==> src/rtl/pixel_pkg.sv <==
// Shared types for the pixel readout path: FSM states, the tagged sample record
// and the integer square root used to size row/column addresses.
package pixel_pkg;

  localparam int PIX_DATA_W = 8;
  localparam int PIX_ADDR_W = 1;

  typedef enum logic [1:0] {IDLE, CONV, READ, DONE} readout_state_e;

  typedef struct packed {
    logic [PIX_DATA_W-1:0] data;
    logic [PIX_ADDR_W-1:0] row;
    logic [PIX_ADDR_W-1:0] col;
    logic                  sof;
    logic                  eof;
  } pix_sample_t;

  function automatic int isqrt(input int n);
    int r;
    r = 0;
    for (int i = 0; i <= n; i++) begin
      if (i * i <= n) r = i;
    end
    return r;
  endfunction

endpackage

==> src/rtl/pixel_sync_fifo.sv <==
// Generic synchronous FIFO with wrap-bit pointers; a push on a full FIFO is
// accepted only when a pop frees the head slot in the same cycle.
module pixel_sync_fifo #(
  parameter int WIDTH = 8,
  parameter int DEPTH = 4
) (
  input  logic             clk,
  input  logic             reset,
  input  logic             push_i,
  input  logic [WIDTH-1:0] wdata_i,
  input  logic             pop_i,
  output logic [WIDTH-1:0] rdata_o,
  output logic             full_o,
  output logic             empty_o
);

  localparam int AW = $clog2(DEPTH);

  logic [WIDTH-1:0] mem [DEPTH];
  logic [AW:0]      wr_q, wr_d, rd_q, rd_d;
  logic             push_ok, pop_ok;

  assign empty_o = (wr_q == rd_q);
  assign full_o  = (wr_q[AW] != rd_q[AW]) && (wr_q[AW-1:0] == rd_q[AW-1:0]);
  assign pop_ok  = pop_i && !empty_o;
  assign push_ok = push_i && (!full_o || pop_ok);
  assign rdata_o = mem[rd_q[AW-1:0]];

  always_comb begin
    wr_d = wr_q;
    rd_d = rd_q;
    if (push_ok) wr_d = wr_q + 1'b1;
    if (pop_ok)  rd_d = rd_q + 1'b1;
  end

  always_ff @(posedge clk) begin
    if (reset) begin
      wr_q <= '0;
      rd_q <= '0;
    end else begin
      wr_q <= wr_d;
      rd_q <= rd_d;
    end
  end

  // Storage carries data only, so it is never reset.
  always_ff @(posedge clk) begin
    if (push_ok) mem[wr_q[AW-1:0]] <= wdata_i;
  end

endmodule

==> src/rtl/pixel_readout.sv <==
// Single-slope ADC ramp generator plus per-frame pixel capture into an output
// FIFO, tagging each sample with its address and frame start/end markers.
module pixel_readout
  import pixel_pkg::*;
#(
  parameter int NUM_PIXELS = 4,
  parameter int DATA_W     = 8,
  parameter int FIFO_DEPTH = 4,
  localparam int ADDR_W    = $clog2(isqrt(NUM_PIXELS))
) (
  input  logic              clk,
  input  logic              reset,
  input  logic              convert_i,
  input  logic              read_i,
  input  logic [ADDR_W-1:0] row_addr_i,
  input  logic [ADDR_W-1:0] col_addr_i,
  input  logic [DATA_W-1:0] pix_data_i,
  output logic [DATA_W-1:0] ramp_o,
  output logic [DATA_W-1:0] out_data,
  output logic [ADDR_W-1:0] out_row,
  output logic [ADDR_W-1:0] out_col,
  output logic              out_sof,
  output logic              out_eof,
  output logic              out_valid,
  input  logic              out_ready,
  output logic              overflow_o,
  output logic              frame_done
);

  localparam int CNT_W = $clog2(NUM_PIXELS + 1);
  localparam int SMP_W = DATA_W + 2 * ADDR_W + 2;
  localparam logic [CNT_W-1:0] NUM_C  = CNT_W'(NUM_PIXELS);
  localparam logic [CNT_W-1:0] LAST_C = CNT_W'(NUM_PIXELS - 1);

  function automatic logic [DATA_W-1:0] ramp_sat_inc(input logic [DATA_W-1:0] v);
    return (v == '1) ? v : v + 1'b1;
  endfunction

  readout_state_e    state_q, state_d;
  logic [DATA_W-1:0] ramp_q;
  logic [CNT_W-1:0]  count_q, count_d, count_eff;
  logic              overflow_q;
  logic              capture, push_req, pop, fifo_full, fifo_empty;
  logic              head_sof, head_eof;
  logic [SMP_W-1:0]  smp_in, smp_out;

  always_comb begin
    state_d = state_q;
    case (state_q)
      IDLE: begin
        if (read_i)         state_d = READ;
        else if (convert_i) state_d = CONV;
      end
      CONV:    if (read_i)  state_d = READ;
      READ:    if (!read_i) state_d = DONE;
      DONE:    state_d = IDLE;
      default: state_d = IDLE;
    endcase
  end

  // The cycle that enters READ already captures, using a freshly cleared count.
  always_comb begin
    capture   = read_i && (state_d == READ);
    count_eff = (state_q == READ) ? count_q : '0;
    push_req  = capture && (count_eff < NUM_C);
    count_d   = count_q;
    if (capture) count_d = push_req ? count_eff + 1'b1 : count_eff;
    smp_in    = {pix_data_i, row_addr_i, col_addr_i,
                 (count_eff == '0), (count_eff == LAST_C)};
  end

  assign pop = !fifo_empty && out_ready;

  always_ff @(posedge clk) begin
    if (reset) begin
      state_q    <= IDLE;
      ramp_q     <= '0;
      count_q    <= '0;
      overflow_q <= 1'b0;
    end else begin
      state_q <= state_d;
      ramp_q  <= convert_i ? ramp_sat_inc(ramp_q) : '0;
      count_q <= count_d;
      if (push_req && fifo_full && !pop) overflow_q <= 1'b1;
    end
  end

  pixel_sync_fifo #(
    .WIDTH (SMP_W),
    .DEPTH (FIFO_DEPTH)
  ) u_fifo (
    .clk     (clk),
    .reset   (reset),
    .push_i  (push_req),
    .wdata_i (smp_in),
    .pop_i   (pop),
    .rdata_o (smp_out),
    .full_o  (fifo_full),
    .empty_o (fifo_empty)
  );

  assign {out_data, out_row, out_col, head_sof, head_eof} = smp_out;
  assign out_sof    = head_sof && !fifo_empty;
  assign out_eof    = head_eof && !fifo_empty;
  assign out_valid  = !fifo_empty;
  assign ramp_o     = ramp_q;
  assign overflow_o = overflow_q;
  assign frame_done = (state_q == DONE);

endmodule

==> config.mk <==
export PLATFORM = sky130hd
export DESIGN_NAME = pixel_readout
export DESIGN_NICKNAME = d
export VERILOG_FILES = /design/src/rtl/pixel_pkg.sv /design/src/rtl/pixel_sync_fifo.sv /design/src/rtl/pixel_readout.sv
export SDC_FILE = /design/constraint.sdc
export NUM_CORES = 1
export LEC_CHECK = 0
export BUFFER_PORTS_ARGS = -buffer_cell sky130_fd_sc_hd__buf_4
export CAP_MARGIN = 20
export CELL_PAD_IN_SITES_DETAIL_PLACEMENT = 1
export CELL_PAD_IN_SITES_GLOBAL_PLACEMENT = 1
export CORE_MARGIN = 2
export CORE_UTILIZATION = 40
export DETAILED_ROUTE_END_ITERATION = 8
export PLACE_DENSITY_LB_ADDON = 0.1
export SLEW_MARGIN = 20
export SYNTH_ARGS = -nofsm -noshare
export SYNTH_HDL_FRONTEND = slang
export SYNTH_HIERARCHICAL = 1
export SYNTH_SLANG_ARGS = --single-unit
==> constraint.sdc <==
create_clock -name clk -period 1.9 [get_ports clk]
set_input_delay 0.19 -clock clk [delete_from_list [all_inputs] [get_ports clk]]
set_output_delay 0.19 -clock clk [all_outputs]
set_load 0.01 [all_outputs]
---- Yosys cells after proc, flatten, opt, wreduce, memory -nomap -nowiden ----
Memories as Yosys holds them, arrays and structs flattened. A register that Yosys moved wholly into a read port is not among the register bits.
Index checks and enable logic that the tools add are counted.
word-level totals
  bits in registers ....................... 20
  bits in writable memories ............... 48
  input port bits ......................... 15
  output and inout bits ................... 23
  logic and storage cells ................. 50
  memories ................................ 1
operators by class
  add/sub/neg operators ................... 4
  magnitude comparators ................... 1
  equal/unequal tests ..................... 9
  muxes and demuxes ....................... 11
  bitwise operators ....................... 1
  reduce and logical (&&, ||, !) cells .... 17
memories
  memory      depth  width  read ports  clocked after memory_dff  write ports  line                   text
  u_fifo.mem  4      12     1           1                         1            pixel_sync_fifo.sv:19  logic [WIDTH-1:0] mem [DEPTH];
operators with widths
  operator               number
  $mux W2                6
  $logic_and A1 B1 Y1    10
  $add A3 B1 Y3 const B  3
  $add A8 B1 Y8 const B  1
  $eq A8 B8 Y1 const B   1
  $pmux W2 S4            1
  $eq A2 B2 Y1 const B   3
  $mux W3                2
  $eq A3 B2 Y1 const B   1
  $eq A3 B3 Y1           1
  $logic_not A1 Y1       3
  $logic_not A3 Y1       1
  $lt A3 B3 Y1 const B   1
  $eq A2 B1 Y1 const B   1
  $eq A2 B2 Y1           1
  $logic_not A2 Y1       1
  $mux W1                2
  $reduce_or A2 Y1       1
  $logic_or A1 B1 Y1     1
  $ne A1 B1 Y1           1
  $not A1 Y1             1

---- Depth between registers and ports, before layout ----
Gate-level depths: netlist (run 1).
  depth in word-level cells ............... 9
  gate-level depth with buffers ........... 8
  gate-level depth less buffers ........... 8

---- Hierarchy ----
The synthesis (run 1) kept the hierarchy.
by module, submodules not included
  module           times used  cells an instance  area an instance (µm²)  seq. area each (µm²)
  pixel_sync_fifo  1           117                2269.7                  1601.5
  pixel_readout    1           84                 695.7                   280.3

---- Worst setup path before layout (run 1) ----
No wires, ideal clock.
  path type ............................... register to register
  from .................................... register u_fifo.wr_q[1]
  to ...................................... memory u_fifo/mem[0][0] (netlist name), enable pin
  library setup time ...................... 0.355 ns
  data arrival time ....................... 1.691 ns
  required time ........................... 1.545 ns
  path slack .............................. -0.146 ns
  stages on the path, launching flop included .. 8
  path buffers ............................ 0
  period minus slack after synthesis ...... 2.046 ns
  path through ............................ dfxtp_1 > xnor2_2 > nand2_1 > nor2_1 > nor2b_1 > inv_1 > a41oi_2 > and2_1
between the ends
  longest elaborated chain between the ends .. 8
  elaborated cells on any way between the ends .. 11
  those cells by class .................... eq/ne: 2; mux: 2; reduce/logical: 7
RTL lines
  item                           line                   text
  start: declaration             pixel_sync_fifo.sv:20  logic [AW:0] wr_q, wr_d, rd_q, rd_d;
  start signal: assignment       pixel_sync_fifo.sv:41  wr_q <= wr_d;
  $eq A3 B3 Y1                   pixel_sync_fifo.sv:23  assign empty_o = (wr_q == rd_q);
  named net fifo_empty           pixel_readout.sv:43    logic capture, push_req, pop, fifo_full, fifo_empty;
  $logic_not A1 Y1               pixel_readout.sv:72    assign pop = !fifo_empty && out_ready;
  $logic_and A1 B1 Y1            pixel_readout.sv:72
  named net pop                  pixel_readout.sv:43
  $logic_and A1 B1 Y1            pixel_sync_fifo.sv:25  assign pop_ok = pop_i && !empty_o;
  $logic_or A1 B1 Y1             pixel_sync_fifo.sv:26  assign push_ok = push_i && (!full_o || pop_ok);
  $logic_and A1 B1 Y1            pixel_sync_fifo.sv:26
  $mux W1                        pixel_sync_fifo.sv:48  if (push_ok) mem[wr_q[AW-1:0]] <= wdata_i;
  $mux W1 (not written as such)  pixel_sync_fifo.sv:48
  end: declaration               pixel_sync_fifo.sv:19
The timed path passes the listed nets, and every way through them passes these cells.

==> results of run 1 <==
==> stage by stage <==
| step | cells | instance area, um^2 | utilization, % |
|---|---|---|---|
| after CTS | 360 | 3640 | 50.4 |
| after global routing | 364 | 3690 | 51.1 |
| after detailed placement | 344 | 3470 | 48.1 |
| after global placement | 344 | 3470 | 48.1 |
| final | 364 | 3690 | 51.1 |
| after floorplan | 201 | 2990 | - |
==> worst min-delay path by stage <==
stage	to	slack [ns]	depth (start not counted)
3_3_place_gp	state_q[0]	0.39	2
4_1_cts	state_q[0]	0.02	2
2_1_floorplan	state_q[1]	0.26	1
6_report	state_q[0]	0.04	2
5_1_grt	u_fifo/mem[2][10]	0.03	1
3_5_place_dp	state_q[0]	0.39	2
==> per-layer routing <==
metal	vias to the layer above	global-route usage (%)	share of wire (%)
met3	10	2.93	3.3
met4	0	7.31	1.6
li1	865	-	-
met2	35	24.1	50
met1	895	19.9	45
met5	-	0	0
==> worst reg2reg max path: stages, from the launching register on <==
cell	delay, ns
dfxtp_1	0.40
xnor2_2	0.14
nand2_1	0.10
nor2_1	0.16
nor2b_2	0.07
inv_2	0.12
a41oi_4	0.17
buf_4	0.19
mux2_4	0.29
==> synth_stat cells (2+ instances only) <==
library cell,n,area share [%]
clkbuf_1,3,0.38
and2_1,7,1.5
xor2_1,2,0.59
nand2_1,10,1.3
nor3_1,3,0.51
o21ai_0,3,0.51
nand3_1,3,0.51
a31oi_1,2,0.42
nand2b_1,6,1.3
nor2b_1,8,1.7
a21oi_1,6,1.0
xnor2_2,2,1.1
ha_1,9,3.8
dfxtp_1,22,15
mux2_1,3,1.1
edfxtp_1,48,49
nor2_1,16,2.0
mux4_2,12,9.1
inv_1,9,1.1
a41oi_2,2,1.1
mux2i_1,4,1.4
xnor2_1,2,0.59
==> state kept, by name, indices dropped and copies added (netlist names), named ones only <==
register     flops
ramp_o           8
overflow_o       1
u_fifo/mem      48
u_fifo/rd_q      3
state_q          2
u_fifo/wr_q      3
count_q          3
==> kinds of logic after synthesis <==
family,Yosys count,synth area share [%]
AND/OR/NAND/NOR,63,11.4
AO/OA/AOI/OAI,17,4.26
buffers and inverters,15,2.19
adder cells (fa/ha/maj),9,3.80
multiplexers,20,12.1
XOR/XNOR,7,2.83
flip-flops,70,63.5
==> where the power goes <==
part | total (mW) | switching, mW | internal, mW
sequential | 1.76 | 0.0396 | 1.72
clock | 1.01 | 0.548 | 0.461
combinational | 0.632 | 0.301 | 0.331
total | 3.40 | 0.889 | 2.51
==> repair_timing <==
action,4_1_cts,5_1_grt
pin swaps,0,4
cloned,0,3
buffers inserted,0,1
setup endpoints to repair,10,48
gates resized for setup,2,6
==> area by class of cell <==
type	count	area, um^2
clock buffers	9	124
clock inverters	7	41.3
fillers	756	3530
inverters	9	33.8
multi-input cells	119	1080
flip-flops and latches	70	1890
well taps	99	124
repair buffers	51	399
==> run_results.csv, run 1 <==
group,metric,value,unit
run_status,outcome,"finished clean",
synth,netlist_area,2970,um^2
die,die_area,8120,um^2
clock_network,cts_sinks,70,
route,drc,0,
die,dieHeight,90.1,um
worst_setup_path,worstSetupStartpointType,"flop",
place,hpwl,4.01,mm
worst_setup_path,reg2regPathDepth,8,
sta,slew_headroom,74.4,%
global_route,grt-ovfl-total,0,
run,cap_violations,0,
place,place.gp.congestion,0.688,
synth,synth_cell_types,41,
worst_hold_path,hold_start,"read_i",
route,viasPerCell,4.96,
global_route,antenna_found_initial,0,
worst_setup_path,cpPeakStageDelay,0.50,ns
sta,holdWs,0.0393,ns
route,firstDrtPassIters,4,
clock_network,cts_hold_buf,0,
die,fp-row-count,31,
clock_network,cts_buffers,9,
cells_and_area,layout_commonest_cell,"buf_4",
sta,setup-tns-final,0,ns
worst_setup_path,cp_num_buf_inv,2,
global_route,grt_max_degree,21,
worst_setup_path,required,1.71,ns
sta,period_share,91.9,%
die,pin_count,38,
route,postRouteAntennaNets,0,
sta,max_freq,573,MHz
global_route,grt_use_total,15.1,%
cells_and_area,drive_above_1_share,36.2,%
global_route,first_global_vias,1836,
synth,syn_area_per_cell,14.8,um^2
synth,syn_inst,201,
clock_network,cts_buffer_depth,2,
cells_and_area,antenna_cells,0,
sta,min_period,1.75,ns
sta,hold_violations,0,
place,io_buffers,37,
power,p_leak,1.35,nW
clock_network,root_buffer,"clkbuf_8",
clock_network,clk_latency,0.34,ns
sta,finalClockSkew,0.00822,ns
worst_setup_path,r2r-end,"u_fifo/wr_q[0]",
cells_and_area,nNetsFinal,284,
synth,ys.flop_type,"edfxtp_1",
synth,yosys_warnings,6,
power,power.density,922,nW/um^2
route,wire_per_inst,16.2,um
power,ir_drop,0.000390,V
route,vias,1805,
sta,tightest_slew,0.382,ns
sta,setup_viol,0,
global_route,grt_pass1_wl,9.49,mm
worst_setup_path,critical_path_arrival,1.56,ns
worst_setup_path,worstReg2RegStart,"u_fifo/wr_q[0]",
clock_network,path_clk_slew,0.07,ns
worst_setup_path,crit_cells,3,
worst_setup_path,crit_end,"out_data[5]",
sta,fin_ws,0.154,ns
worst_setup_path,crit_family,"multiplexers",
worst_setup_path,critPathKind,"reg2out",
clock_network,htreeDepth,3,
clock_network,cts_tree,"done",
worst_setup_path,critPathCaptureType,"output pin",
cells_and_area,syn2layout_area_growth,24.3,%
synth,synth_edf_count,48,
synth,synthArstFlopShare,0,%
synth,syn_nets,225,
worst_setup_path,cp_max_fo,7,
synth,seq_area_frac_synth,63.5,%
cells_and_area,final_cell_mix,"buf_4 (49), edfxtp_1 (48), dfxtp_1 (18)",
worst_setup_path,cp_slowest_cell,"mux4_2",
route,drt_iter0_drc,50,
worst_setup_path,path_cells,"buf_6, mux4_2, buf_4",
place,place_ws,0.0174,ns
sta,rsz0062_at_grt,"no",
sta,drv_slew,0,
die,die_x,90.1,um
worst_setup_path,r2r_setup_slack,0.16,ns
die,start_util,41.1,%
power,power,3.40,mW
synth,ys_ff_latch,70,
die,fp.coreArea,7210,um^2
worst_hold_path,holdCritPathClass,"in2reg",
route,drt-total-wl,5.90,mm
(Power assumes the default switching activity.)
==> run 2: changes to the inputs <==
Settings changed: CTS_BUF_LIST from default to sky130_fd_sc_hd__clkbuf_16.
==> run 2 against run 1 <==
Compared with the run above:
- die area is the same
- first-iteration DRC count fell by 32%
- hold slack gained 0.013 ns
- critical endpoint is now u_fifo/wr_q[0]
==> run_results.csv, run 2 (same netlist as run 1, synthesis figures left out) <==
group,metric,value,unit
run_status,outcome,"finished clean",
die,dieHeight,90.1,um
place,place.gp.congestion,0.688,
global_route,grt_use_total,15.1,%
global_route,first_global_vias,1839,
sta,setup-tns-final,0,ns
cells_and_area,antenna_cells,0,
die,die_area,8120,um^2
route,wire_per_inst,16.6,um
power,ir_drop,0.000488,V
worst_setup_path,critical_path_arrival,1.96,ns
power,p_leak,1.40,nW
sta,drv_slew,0,
die,pin_count,38,
sta,setup_viol,0,
worst_setup_path,required,2.11,ns
clock_network,cts_buffer_depth,2,
global_route,antenna_found_initial,0,
sta,max_freq,573,MHz
die,fp.coreArea,7210,um^2
die,start_util,41.1,%
cells_and_area,nNetsFinal,284,
worst_hold_path,holdCritPathClass,"in2reg",
cells_and_area,fin_area,3790,um^2
global_route,grt_pass1_wl,9.50,mm
place,io_buffers,37,
clock_network,path_clk_slew,0.06,ns
worst_setup_path,critPathKind,"reg2reg",
clock_network,htreeDepth,3,
route,firstDrtPassIters,4,
sta,finalClockSkew,0.00509,ns
cells_and_area,syn2layout_area_growth,27.7,%
worst_setup_path,worstSetupStartpointType,"flop",
die,fp-row-count,31,
clock_network,clk_latency,0.32,ns
power,power,3.87,mW
route,vias,1804,
route,postRouteAntennaNets,0,
clock_network,root_buffer,"clkbuf_16",
global_route,grt_max_degree,21,
power,power.density,1020,nW/um^2
run,cap_violations,0,
cells_and_area,final_cell_mix,"buf_4 (49), edfxtp_1 (48), dfxtp_1 (19)",
global_route,grt-ovfl-total,0,
route,drt_iter0_drc,34,
route,drc,0,
sta,min_period,1.74,ns
sta,period_share,91.8,%
sta,tightest_slew,0.379,ns
worst_setup_path,cp_max_fo,7,
cells_and_area,drive_above_1_share,35.8,%
cells_and_area,layout_commonest_cell,"buf_4",
clock_network,cts_sinks,70,
die,die_x,90.1,um
place,hpwl,4.01,mm
place,placed_cell_area,3470,um^2
worst_setup_path,critPathCaptureType,"flop",
cells_and_area,largest_reg_flops,48,
route,drt-total-wl,6.03,mm
clock_network,cts_tree,"done",
sta,slew_headroom,74.6,%
clock_network,cts_buffers,9,
route,viasPerCell,4.96,
sta,hold_violations,0,
run 2: cell types whose count changed in the layout (fill, tap and decap cells not counted):
cell and change:
clkbuf_8 -9, dfxtp_2 -1, dfxtp_1 +1, clkbuf_16 +9
run 2: repair_timing:
item,4_1_cts,5_1_grt
setup endpoints to repair,0,44
hold buffers,0,0
buffers inserted,0,1
gates resized for setup,0,7
run 2: stage by stage:
step	std cells	utilization, %	worst slack (ns)	hold WS, ns
after floorplan	201	-	0.0278	0.259
after global placement	344	48.1	0.0957	0.388
after detailed placement	344	48.1	0.0174	0.391
after CTS	360	51.8	0.00630	0.0450
after global routing	364	52.5	-0.0114	0.0531
final	364	52.5	0.155	0.0527
run 2: where the power goes:
group          total, mW  switching (mW)  leakage, nW  internal (mW)
sequential          1.76          0.0391        0.621           1.72
clock               1.48           0.608        0.126          0.870
combinational      0.637           0.306        0.654          0.331
total               3.87           0.953         1.40           2.92
run 2: final cells by class:
class                           count  area, um^2
Fill cell                         753        3430
Inverter                            9        33.8
Clock buffer                        9         225
Sequential cell                    70        1890
Tap cell                           99         124
Clock inverter                      7        41.3
Multi-Input combinational cell    119        1080
Timing Repair Buffer               51         399
run 2: final timing paths:
kind | startpoint | end | slack, ns | cells past startpoint
setup / recovery | u_fifo/rd_q[1] | u_fifo/wr_q[0] | 0.16 | 8
hold / removal | read_i | state_q[0] | 0.05 | 2
setup reg to reg | u_fifo/rd_q[1] | u_fifo/wr_q[0] | 0.16 | 8
hold reg to reg | overflow_o | overflow_o | 0.49 | 2
run 2: critical path, cell delays in order (launching register included):
cell and delay, ns:
dfxtp_1 0.39, xnor2_2 0.14, nand2_1 0.10, nor2_1 0.16
nor2b_2 0.07, inv_2 0.12, a41oi_4 0.17, buf_4 0.20
mux2_4 0.29
run 2: per-layer routing:
layer  vias to the layer above  track usage (%)  share of wire (%)
met4                         0             7.31                1.9
met2                        35             24.4                 51
met5                         -                0                  0
li1                        868                -                  -
met1                       889             19.5                 44
met3                        12             3.19                3.4
